<file path="src/rtl/alu_pkg.sv">
// Shared ALU operation codes, RV32I opcode/funct7 constants and the funct3 decode helper.
// Used by alu_issue and by the ALU itself.
package alu_pkg;

  localparam int XLEN = 32;

  typedef enum logic [3:0] {
    ALU_AND  = 4'b0000,
    ALU_OR   = 4'b0001,
    ALU_ADD  = 4'b0010,
    ALU_SLTU = 4'b0011,
    ALU_SLL  = 4'b0100,
    ALU_XOR  = 4'b0101,
    ALU_SUB  = 4'b0110,
    ALU_SLT  = 4'b0111,
    ALU_SRL  = 4'b1000,
    ALU_SRA  = 4'b1001
  } aluOp_t;

  localparam logic [6:0] OPC_OP     = 7'b0110011;
  localparam logic [6:0] OPC_OP_IMM = 7'b0010011;
  localparam logic [6:0] OPC_LUI    = 7'b0110111;
  localparam logic [6:0] OPC_AUIPC  = 7'b0010111;
  localparam logic [6:0] OPC_LOAD   = 7'b0000011;
  localparam logic [6:0] OPC_STORE  = 7'b0100011;
  localparam logic [6:0] OPC_BRANCH = 7'b1100011;

  localparam logic [6:0] F7_BASE = 7'b0000000;
  localparam logic [6:0] F7_ALT  = 7'b0100000;

  // Base-encoding funct3 mapping shared by OP and OP-IMM.
  function automatic aluOp_t f3ToAluOp(input logic [2:0] f3);
    aluOp_t op;
    case (f3)
      3'b000:  op = ALU_ADD;
      3'b001:  op = ALU_SLL;
      3'b010:  op = ALU_SLT;
      3'b011:  op = ALU_SLTU;
      3'b100:  op = ALU_XOR;
      3'b101:  op = ALU_SRL;
      3'b110:  op = ALU_OR;
      default: op = ALU_AND;
    endcase
    return op;
  endfunction

endpackage

</file>
<file path="src/rtl/alu_issue_skid.sv">
// Generic valid/ready register slice. Defining ALU_ISSUE_SKID_EN adds a one-entry
// skid behind the output register so the upstream ready comes from a flop.
module alu_issue_skid #(
  parameter int W = 8
) (
  input  logic         clk,
  input  logic         rst_n,
  input  logic         i_valid,
  output logic         o_ready,
  input  logic [W-1:0] i_data,
  output logic         o_valid,
  input  logic         i_ready,
  output logic [W-1:0] o_data
);

  logic         r_valid;
  logic [W-1:0] r_data;

`ifdef ALU_ISSUE_SKID_EN
  logic         r_skValid;
  logic [W-1:0] r_skData;

  assign o_ready = !r_skValid;

  // A held skid entry always refills the output register before new input is taken.
  always_ff @(posedge clk or negedge rst_n) begin
    if (!rst_n) begin
      r_valid   <= 1'b0;
      r_data    <= '0;
      r_skValid <= 1'b0;
      r_skData  <= '0;
    end else if (!r_valid || i_ready) begin
      if (r_skValid) begin
        r_valid   <= 1'b1;
        r_data    <= r_skData;
        r_skValid <= 1'b0;
      end else begin
        r_valid <= i_valid;
        if (i_valid) r_data <= i_data;
      end
    end else if (i_valid && !r_skValid) begin
      r_skValid <= 1'b1;
      r_skData  <= i_data;
    end
  end
`else
  assign o_ready = !r_valid || i_ready;

  always_ff @(posedge clk or negedge rst_n) begin
    if (!rst_n) begin
      r_valid <= 1'b0;
      r_data  <= '0;
    end else if (o_ready) begin
      r_valid <= i_valid;
      if (i_valid) r_data <= i_data;
    end
  end
`endif

  assign o_valid = r_valid;
  assign o_data  = r_data;

endmodule

</file>
<file path="src/rtl/alu_issue.sv">
// RV32I decode/issue stage producing ALU operands and operation code behind a register slice.
// Optional feature macro: ALU_ISSUE_SKID_EN (skid buffer, registered instReady).
module alu_issue
  import alu_pkg::*;
#(
  parameter int XLEN = 32
) (
  input  logic            clk,
  input  logic            rst_n,
  input  logic            i_instValid,
  output logic            o_instReady,
  input  logic [31:0]     i_instruction,
  input  logic [XLEN-1:0] i_pc,
  input  logic [XLEN-1:0] i_rs1Data,
  input  logic [XLEN-1:0] i_rs2Data,
  output logic            o_opValid,
  input  logic            i_opReady,
  output logic [XLEN-1:0] o_in1,
  output logic [XLEN-1:0] o_in2,
  output logic [3:0]      o_operation,
  output logic            o_illegal
);

  localparam int PW = 2 * XLEN + 5;

  logic [6:0]      w_opcode;
  logic [2:0]      w_f3;
  logic [6:0]      w_f7;
  logic [XLEN-1:0] w_immI;
  logic [XLEN-1:0] w_immS;
  logic [XLEN-1:0] w_immU;
  logic [XLEN-1:0] w_shamt;
  logic [XLEN-1:0] w_in1;
  logic [XLEN-1:0] w_in2;
  aluOp_t          w_op;
  logic            w_illegal;
  logic [PW-1:0]   w_inData;
  logic [PW-1:0]   w_outData;
  logic            w_unused_rs1Idx;

  assign w_opcode        = i_instruction[6:0];
  assign w_f3            = i_instruction[14:12];
  assign w_f7            = i_instruction[31:25];
  assign w_immI          = {{(XLEN-12){i_instruction[31]}}, i_instruction[31:20]};
  assign w_immS          = {{(XLEN-12){i_instruction[31]}}, i_instruction[31:25], i_instruction[11:7]};
  assign w_immU          = {i_instruction[31:12], 12'b0};
  assign w_shamt         = {{(XLEN-5){1'b0}}, i_instruction[24:20]};
  assign w_unused_rs1Idx = ^i_instruction[19:15];

  always_comb begin
    w_illegal = 1'b0;
    w_op      = ALU_ADD;
    w_in1     = i_rs1Data;
    w_in2     = i_rs2Data;
    case (w_opcode)
      OPC_OP: begin
        if (w_f7 == F7_BASE)                       w_op = f3ToAluOp(w_f3);
        else if (w_f7 == F7_ALT && w_f3 == 3'b000) w_op = ALU_SUB;
        else if (w_f7 == F7_ALT && w_f3 == 3'b101) w_op = ALU_SRA;
        else                                       w_illegal = 1'b1;
      end
      OPC_OP_IMM: begin
        w_in2 = w_immI;
        if (w_f3 == 3'b001 || w_f3 == 3'b101) begin
          w_in2 = w_shamt;
          if (w_f7 == F7_BASE)                       w_op = f3ToAluOp(w_f3);
          else if (w_f7 == F7_ALT && w_f3 == 3'b101) w_op = ALU_SRA;
          else                                       w_illegal = 1'b1;
        end else begin
          w_op = f3ToAluOp(w_f3);
        end
      end
      OPC_LUI: begin
        w_in1 = '0;
        w_in2 = w_immU;
      end
      OPC_AUIPC: begin
        w_in1 = i_pc;
        w_in2 = w_immU;
      end
      OPC_LOAD:  w_in2 = w_immI;
      OPC_STORE: w_in2 = w_immS;
      OPC_BRANCH: begin
        case (w_f3[2:1])
          2'b00:   w_op = ALU_SUB;
          2'b10:   w_op = ALU_SLT;
          2'b11:   w_op = ALU_SLTU;
          default: w_illegal = 1'b1;
        endcase
      end
      default: w_illegal = 1'b1;
    endcase
    // Illegal instructions still issue, but with a harmless zero ADD.
    if (w_illegal) begin
      w_in1 = '0;
      w_in2 = '0;
      w_op  = ALU_ADD;
    end
  end

  assign w_inData = {w_illegal, w_op, w_in1, w_in2};

  alu_issue_skid #(
    .W(PW)
  ) u_slice (
    .clk     (clk),
    .rst_n   (rst_n),
    .i_valid (i_instValid),
    .o_ready (o_instReady),
    .i_data  (w_inData),
    .o_valid (o_opValid),
    .i_ready (i_opReady),
    .o_data  (w_outData)
  );

  assign {o_illegal, o_operation, o_in1, o_in2} = w_outData;

endmodule
</file>
<file path="config.mk">
export PLATFORM = sky130hd
export DESIGN_NAME = alu_issue
export DESIGN_NICKNAME = d
export VERILOG_FILES = /design/src/rtl/alu_pkg.sv /design/src/rtl/alu_issue_skid.sv /design/src/rtl/alu_issue.sv
export SDC_FILE = /design/constraint.sdc
export NUM_CORES = 1
export LEC_CHECK = 0
export CAP_MARGIN = 30
export CORE_AREA = 2 2 102 104
export CTS_BUF_LIST = sky130_fd_sc_hd__clkbuf_4
export DETAILED_ROUTE_END_ITERATION = 8
export DIE_AREA = 0 0 104 106
export GPL_TIMING_DRIVEN = 0
export PLACE_DENSITY_LB_ADDON = 0.2
export SYNTH_ARGS = -nofsm -noshare
export SYNTH_HDL_FRONTEND = slang
export SYNTH_SLANG_ARGS = --single-unit
</file>
<file path="constraint.sdc">
create_clock -name clk -period 3.5 [get_ports clk]
set_input_delay 0.35 -clock clk [delete_from_list [all_inputs] [get_ports clk]]
set_output_delay 0.35 -clock clk [all_outputs]
set_load 0.1 [all_outputs]
</file>
==> flow_metrics.env, run 1 <==
export IMPL_status="finished clean"
export IMPL_die_area_um2=11000
export IMPL_gp_congestion=0.891
export IMPL_yosysSeqAreaShare_pct=45.6
export IMPL_setup_viol=0
export IMPL_yosys_top_cells_area="dfrtp_1, nand2_1, a222oi_1"
export IMPL_synth_top_cell_by_area="dfrtp_1"
export IMPL_synth_edf_count=0
export IMPL_rsz0062_at_grt="false"
export IMPL_pwr_share_comb_pct=25.5
export IMPL_drt_initial_drc_count=322
export IMPL_drive_above_1_share_pct=8.87
export IMPL_r2r_end="u_slice.o_data[5]$_DFFE_PN0P_"
export IMPL_netlist_instances=404
export IMPL_core_um2=10000
export IMPL_drv_slew=0
export IMPL_dpl_hpwl_mm=10.3
export IMPL_clockRootBuffer="clkbuf_4"
export IMPL_port_buffers=200
export IMPL_grt_ovfl_total=0
export IMPL_cap_violations=0
export IMPL_start_kind="flip-flop"
export IMPL_diodes=0
export IMPL_die_w_um=104
export IMPL_antenna_found_initial=0
export IMPL_synth_seq_cells=70
export IMPL_drt_total_wl_mm=13.7
export IMPL_synth_fa_ha_area_share_pct=0
export IMPL_layout_nets=747
export IMPL_end_kind="output port"
export IMPL_post_cts_buffers=0
export IMPL_synth_area_per_cell_um2=9.52
export IMPL_p_int_mw=1.33
export IMPL_num_io_pins=203
export IMPL_skew_ns=0.00948
export IMPL_synth_compound_area_share_pct=30.0
export IMPL_power_share_clock_pct=31.2
export IMPL_clk_path_buf_depth=2
export IMPL_post_route_period_util_pct=70.8
export IMPL_worstPathArrival_ns=2.13
export IMPL_start_util_pct=38.5
export IMPL_worst_slack_ns=1.02
export IMPL_crit_type="flip-flop to output port"
export IMPL_tightest_slew_ns=1.03
export IMPL_pre_cts_ws_ns=0.635
export IMPL_critPathMaxFanout=4
export IMPL_avgViaCountPerCell=5.46
export IMPL_netlist_area_um2=3840
export IMPL_clkSinkCount=70
export IMPL_synth_net_count=536
export IMPL_numCtsBuffers=9
export IMPL_synthArstFlopShare_pct=100
export IMPL_reg2reg_from="u_slice.o_valid$_DFFE_PN0N_"
export IMPL_seq_area_um2=1750
export IMPL_grt_pass1_wl_mm=20.9
export IMPL_ant_nets=0
export IMPL_fmax_mhz=404
export IMPL_grt_start_max_net_pins=71
export IMPL_dieHeight_um=106
export IMPL_synthXorXnorAreaFrac_pct=0.456
export IMPL_drt_pass1_iter_count=7
export IMPL_vdd_ir_drop_max_mv=0.173
export IMPL_yosysTopAreaCellShare_pct=45.6
export IMPL_drc=0
export IMPL_p_seq_share_pct=43.4
export IMPL_fin_crit_ns=2.48
export IMPL_syn_to_final_growth_pct=60.6
export IMPL_switchingPower_uw=599
export IMPL_clk_pin_slew_ns=0.12
export IMPL_slew_headroom_pct=31.2
export IMPL_cts_htree_levels=3
export IMPL_postCtsResizedCells=0
export IMPL_power_mw=1.93
export IMPL_num_vias=4125
export IMPL_cts_tree="built"
export IMPL_hold_path_class="primary input to asynchronous set/reset pin"
export IMPL_grtUsageTotal_pct=24.2
export IMPL_synthSimpleGateAreaFrac_pct=18.2
export IMPL_hold_buffers=0
export IMPL_synth_top_family_by_area="compound AO/OA/AOI/OAI gates"
export IMPL_clk_latency_ns=0.41
export IMPL_cellPowerDensity_nw_per_um2=312
export IMPL_synth_warnings=0
export IMPL_synth_ff_type="dfrtp_1"
export IMPL_wl_per_cell_um=18.1
export IMPL_ff2ff_path_depth=6
export IMPL_multi_input_area_um2=1870
export IMPL_crit_required_ns=3.15
export IMPL_rows=37
export IMPL_fillers=899
export IMPL_r2r_setup_slack_ns=1.47
export IMPL_grt_pass1_vias=4059
export IMPL_synthMuxAreaShare_pct=0
export IMPL_swShare_pct=31.1
export IMPL_synth_cell_types=51
export IMPL_hold_violations=0
export IMPL_p_leak_nw=2.52
==> synthesized netlist by cell type (all sizes together), types with 2 or more instances <==
library cell  count
a211o             2
a21oi            35
a222oi           25
a22o              3
a22oi            20
a32oi             8
and3             33
buf               7
clkbuf           30
dfrtp            70
inv               5
nand2            69
nand2b            5
nand3             2
nand3b            4
nor2              4
nor3              3
o21a              2
o21ai            48
or2               2
or3               2
or4               2
xor2              2
==> layout by cell type (no fill, tap or decap), types with 2 or more instances in the layout <==
cell type,instances
a22o_1,3
nor3_1,2
inv_1,5
nand3_1,2
o21ai_1,29
and3_1,33
nand3b_1,4
dfrtp_1,70
bufinv_16,2
buf_6,6
a222oi_1,25
clkinv_2,2
a32oi_1,8
o21ai_0,19
a22oi_2,20
a21oi_1,35
xor2_1,2
nand2b_1,5
o21a_1,2
clkbuf_1,28
or3_1,2
clkbuf_4,11
nor2_1,4
clkdlybuf4s50_1,199
or2_2,2
buf_4,2
nand2_1,68
a211o_1,2
==> power groups by stage <==
stage | Combinational [mW] | Sequential (mW) | Clock [mW]
final | 0.491 | 0.836 | 0.601
after global routing | 0.516 | 0.838 | 0.654
after CTS | 0.491 | 0.836 | 0.614
after detailed placement | 0.489 | 0.852 | 0
after global placement | 0.484 | 0.851 | 0
after floorplan | 0.115 | 0.980 | 0
==> state kept, by name (all words and copies together) (netlist names) <==
| name | count |
|---|---|
| u_slice.o_data | 69 |
| u_slice.o_valid | 1 |
==> metrics by stage <==
stage	cells	hold slack [ns]	util [%]	instance area, um2	TNS [ns]
floorplan	404	0.0544	-	3840	0
global placement	740	0.462	60.2	6020	-24.03
detailed placement	740	0.470	60.1	6010	0
CTS	756	0.0811	61.8	6180	0
global route	756	0.100	61.8	6180	0
finish	756	0.0329	61.8	6180	0
==> worst max-delay path by stage <==
stage | from | endpoint | slack, ns | cells after the start
6_report | u_slice.o_valid$_DFFE_PN0N_ | o_instReady | 1.02 | 2
5_1_grt | i_instruction[4] | u_slice.o_data[18]$_DFFE_PN0P_ | 0.89 | 7
4_1_cts | u_slice.o_valid$_DFFE_PN0N_ | o_instReady | 1.00 | 2
3_5_place_dp | i_instruction[4] | u_slice.o_data[18]$_DFFE_PN0P_ | 0.63 | 7
3_3_place_gp | rst_n | u_slice.o_data[39]$_DFFE_PN0P_ | -0.35 | 1
2_1_floorplan | u_slice.o_valid$_DFFE_PN0N_ | u_slice.o_data[10]$_DFFE_PN0P_ | 0.99 | 6
==> metal layers <==
metal | GRT usage (%) | wire, um | vias to the layer above
met2 | 41.2 | 6650 | 206
li1 | - | - | 1954
met4 | 7.24 | 137 | 0
met1 | 29.5 | 5580 | 1951
met5 | 0 | 0 | -
met3 | 7.60 | 1330 | 14
==> final cells by class <==
cell class | count | share of cell area (%)
inverters | 5 | 0.304
clock buffers | 10 | 1.22
flip-flops and latches | 70 | 28.4
clock inverters | 6 | 1.40
multi-input cells | 291 | 30.3
repair buffers | 200 | 32.4
well taps | 136 | 2.76
plain buffers | 38 | 3.32
==> kinds of logic after synthesis <==
family,after synthesis
flops,70
xor+xnor,2
compound gates,153
simple gates,136
buf+inv,43
==> critical path, cell delays in order (launching register included) <==
cell             delay, ns
dfrtp_1               0.39
or2b_2                0.19
clkdlybuf4s50_1       1.13
Note: power is estimated with default switching activity, not from simulation.
==> run 2, diff against run 1 <==
==> constraint.sdc (replaced) <==
create_clock -name clk -period 2.5 [get_ports clk]
set_input_delay 0.25 -clock clk [delete_from_list [all_inputs] [get_ports clk]]
set_output_delay 0.25 -clock clk [all_outputs]
set_load 0.1 [all_outputs]
==> run 2 against run 1 <==
Net effect: clock skew is 0.0023 ns higher; design area is 0.41% higher; via count rose by 1.8%; first-iteration DRC count shrank 0.93%; sequential power grew 40%; final cell count increased by 0.13%; register-to-register slack got worse by 1.0 ns.
==> flow_metrics.env, run 2 (synthesis gave the netlist of run 1 again) <==
export IMPL_antenna_found_initial=0
export IMPL_clk_pin_slew_ns=0.12
export IMPL_crit_start="u_slice.o_valid$_DFFE_PN0N_"
export IMPL_mostFrequentLayoutCell="clkdlybuf4s50_1"
export IMPL_critPathMaxFanout=4
export IMPL_drv_slew=0
export IMPL_slew_headroom_pct=31.7
export IMPL_cap_violations=0
export IMPL_postCtsResizedCells=0
export IMPL_rows=37
export IMPL_gp_congestion=0.846
export IMPL_r2r_setup_slack_ns=0.45
export IMPL_ant_nets=0
export IMPL_stdcell_count=757
export IMPL_vdd_ir_drop_max_mv=0.294
export IMPL_crit_required_ns=2.25
export IMPL_fmax_mhz=415
export IMPL_wl_per_cell_um=18.1
export IMPL_num_io_pins=203
export IMPL_tns_ns=0
export IMPL_tightest_slew_ns=1.02
export IMPL_drt_pass1_iter_count=8
export IMPL_holdWs_ns=0.303
export IMPL_grtUsageTotal_pct=24.6
export IMPL_cellPowerDensity_nw_per_um2=433
export IMPL_post_route_period_util_pct=96.5
export IMPL_layout_nets=749
export IMPL_hold_violations=0
export IMPL_port_buffers=200
export IMPL_hold_path_class="primary input to asynchronous set/reset pin"
export IMPL_die_w_um=104
export IMPL_worstPathArrival_ns=2.16
export IMPL_end_kind="output port"
export IMPL_num_vias=4201
export IMPL_dpl_hpwl_mm=10.5
export IMPL_reg2reg_from="u_slice.o_valid$_DFFE_PN0N_"
export IMPL_syn_to_final_growth_pct=61.3
export IMPL_ff2ff_path_depth=6
export IMPL_clkSinkCount=70
export IMPL_drt_total_wl_mm=13.7
export IMPL_r2r_end="u_slice.o_data[7]$_DFFE_PN0P_"
export IMPL_status="finished clean"
export IMPL_dieHeight_um=106
export IMPL_clk_latency_ns=0.42
export IMPL_cts_tree="built"
export IMPL_fin_crit_ns=2.41
export IMPL_cts_htree_levels=3
export IMPL_clk_path_buf_depth=2
export IMPL_avgViaCountPerCell=5.55
export IMPL_rsz0062_at_grt="false"
export IMPL_start_kind="flip-flop"
export IMPL_skew_ns=0.0118
export IMPL_clockRootBuffer="clkbuf_4"
export IMPL_grt_ovfl_total=0
export IMPL_core_um2=10000
export IMPL_diodes=0
export IMPL_grt_pass1_vias=4198
export IMPL_grt_pass1_wl_mm=21.6
export IMPL_layout_common_cells="clkdlybuf4s50_1, dfrtp_1, nand2_1"
export IMPL_die_area_um2=11000
export IMPL_drc=0
export IMPL_crit_type="flip-flop to output port"
export IMPL_largest_reg_flops=69
export IMPL_drt_initial_drc_count=319
export IMPL_drive_above_1_share_pct=8.86
export IMPL_numCtsBuffers=9
export IMPL_start_util_pct=38.5
export IMPL_place_inst=741
export IMPL_p_leak_nw=2.52
export IMPL_grt_start_max_net_pins=38
export IMPL_setup_viol=0
==> run 2: changes by cell type in the layout (fill, tap and decap cells not counted) <==
cell	change
clkinv_2	-2
dfrtp_2	+1
clkbuf_4	-1
dfrtp_1	-1
dlygate4sd3_1	+1
clkinv_1	+1
clkinvlp_4	+1
buf_12	+1
==> run 2: area by class of cell <==
| type | count | area [um2] |
|---|---|---|
| plain buffers | 38 | 205 |
| multi-input cells | 291 | 1870 |
| clock buffers | 9 | 67.6 |
| fillers | 897 | 3800 |
| clock inverters | 6 | 87.6 |
| inverters | 5 | 18.8 |
| flip-flops and latches | 70 | 1750 |
| well taps | 136 | 170 |
| repair buffers | 202 | 2030 |
==> run 2: worst max path at each step <==
| stage | to | slack (ns) | cells past startpoint |
|---|---|---|---|
| 4_1_cts | o_instReady | 0.07 | 2 |
| 3_3_place_gp | u_slice.o_valid$_DFFE_PN0N_ | -1.61 | 1 |
| 2_1_floorplan | u_slice.o_data[10]$_DFFE_PN0P_ | 0.24 | 6 |
| 6_report | o_instReady | 0.09 | 2 |
| 3_5_place_dp | u_slice.o_data[18]$_DFFE_PN0P_ | -0.22 | 7 |
| 5_1_grt | o_instReady | 0.03 | 2 |
==> run 2: critical path, cell delays in order (launching register included) <==
cell             delay [ns]
dfrtp_2                0.42
or2b_2                 0.19
clkdlybuf4s50_1        1.13
==> run 2: power breakdown <==
part           switching (mW)  total (mW)  internal [mW]  leakage (nW)
Combinational           0.395       0.688          0.293          1.49
Clock                   0.426       0.824          0.398        0.0757
Sequential             0.0146        1.17           1.16         0.959
==> run 2: per-layer routing <==
metal | part of all wire [%] | global-route usage (%)
met1 | 41 | 30.0
met2 | 49 | 41.5
met3 | 8.0 | 6.62
met4 | 2.8 | 9.85
met5 | 0 | 0
==> run 2: per-stage QoR <==
stage / setup WS (ns) / util, % / total power [mW] / area (um2)
after global placement: -1.61 / 60.2 / 1.87 / 6020
final: 0.0875 / 62.0 / 2.68 / 6200
after CTS: 0.0682 / 62.0 / 2.70 / 6200
after global routing: 0.0284 / 62.0 / 2.79 / 6200
after detailed placement: -0.220 / 60.4 / 1.88 / 6040
after floorplan: 0.244 / - / 1.53 / 3850
==> run 2: repair_timing <==
item / CTS / global route
endpoints found under the setup margin: 0 / 0
buffers inserted: 0 / 0
hold buffers: 1 / 0
hold endpoints to repair: 33 / 0
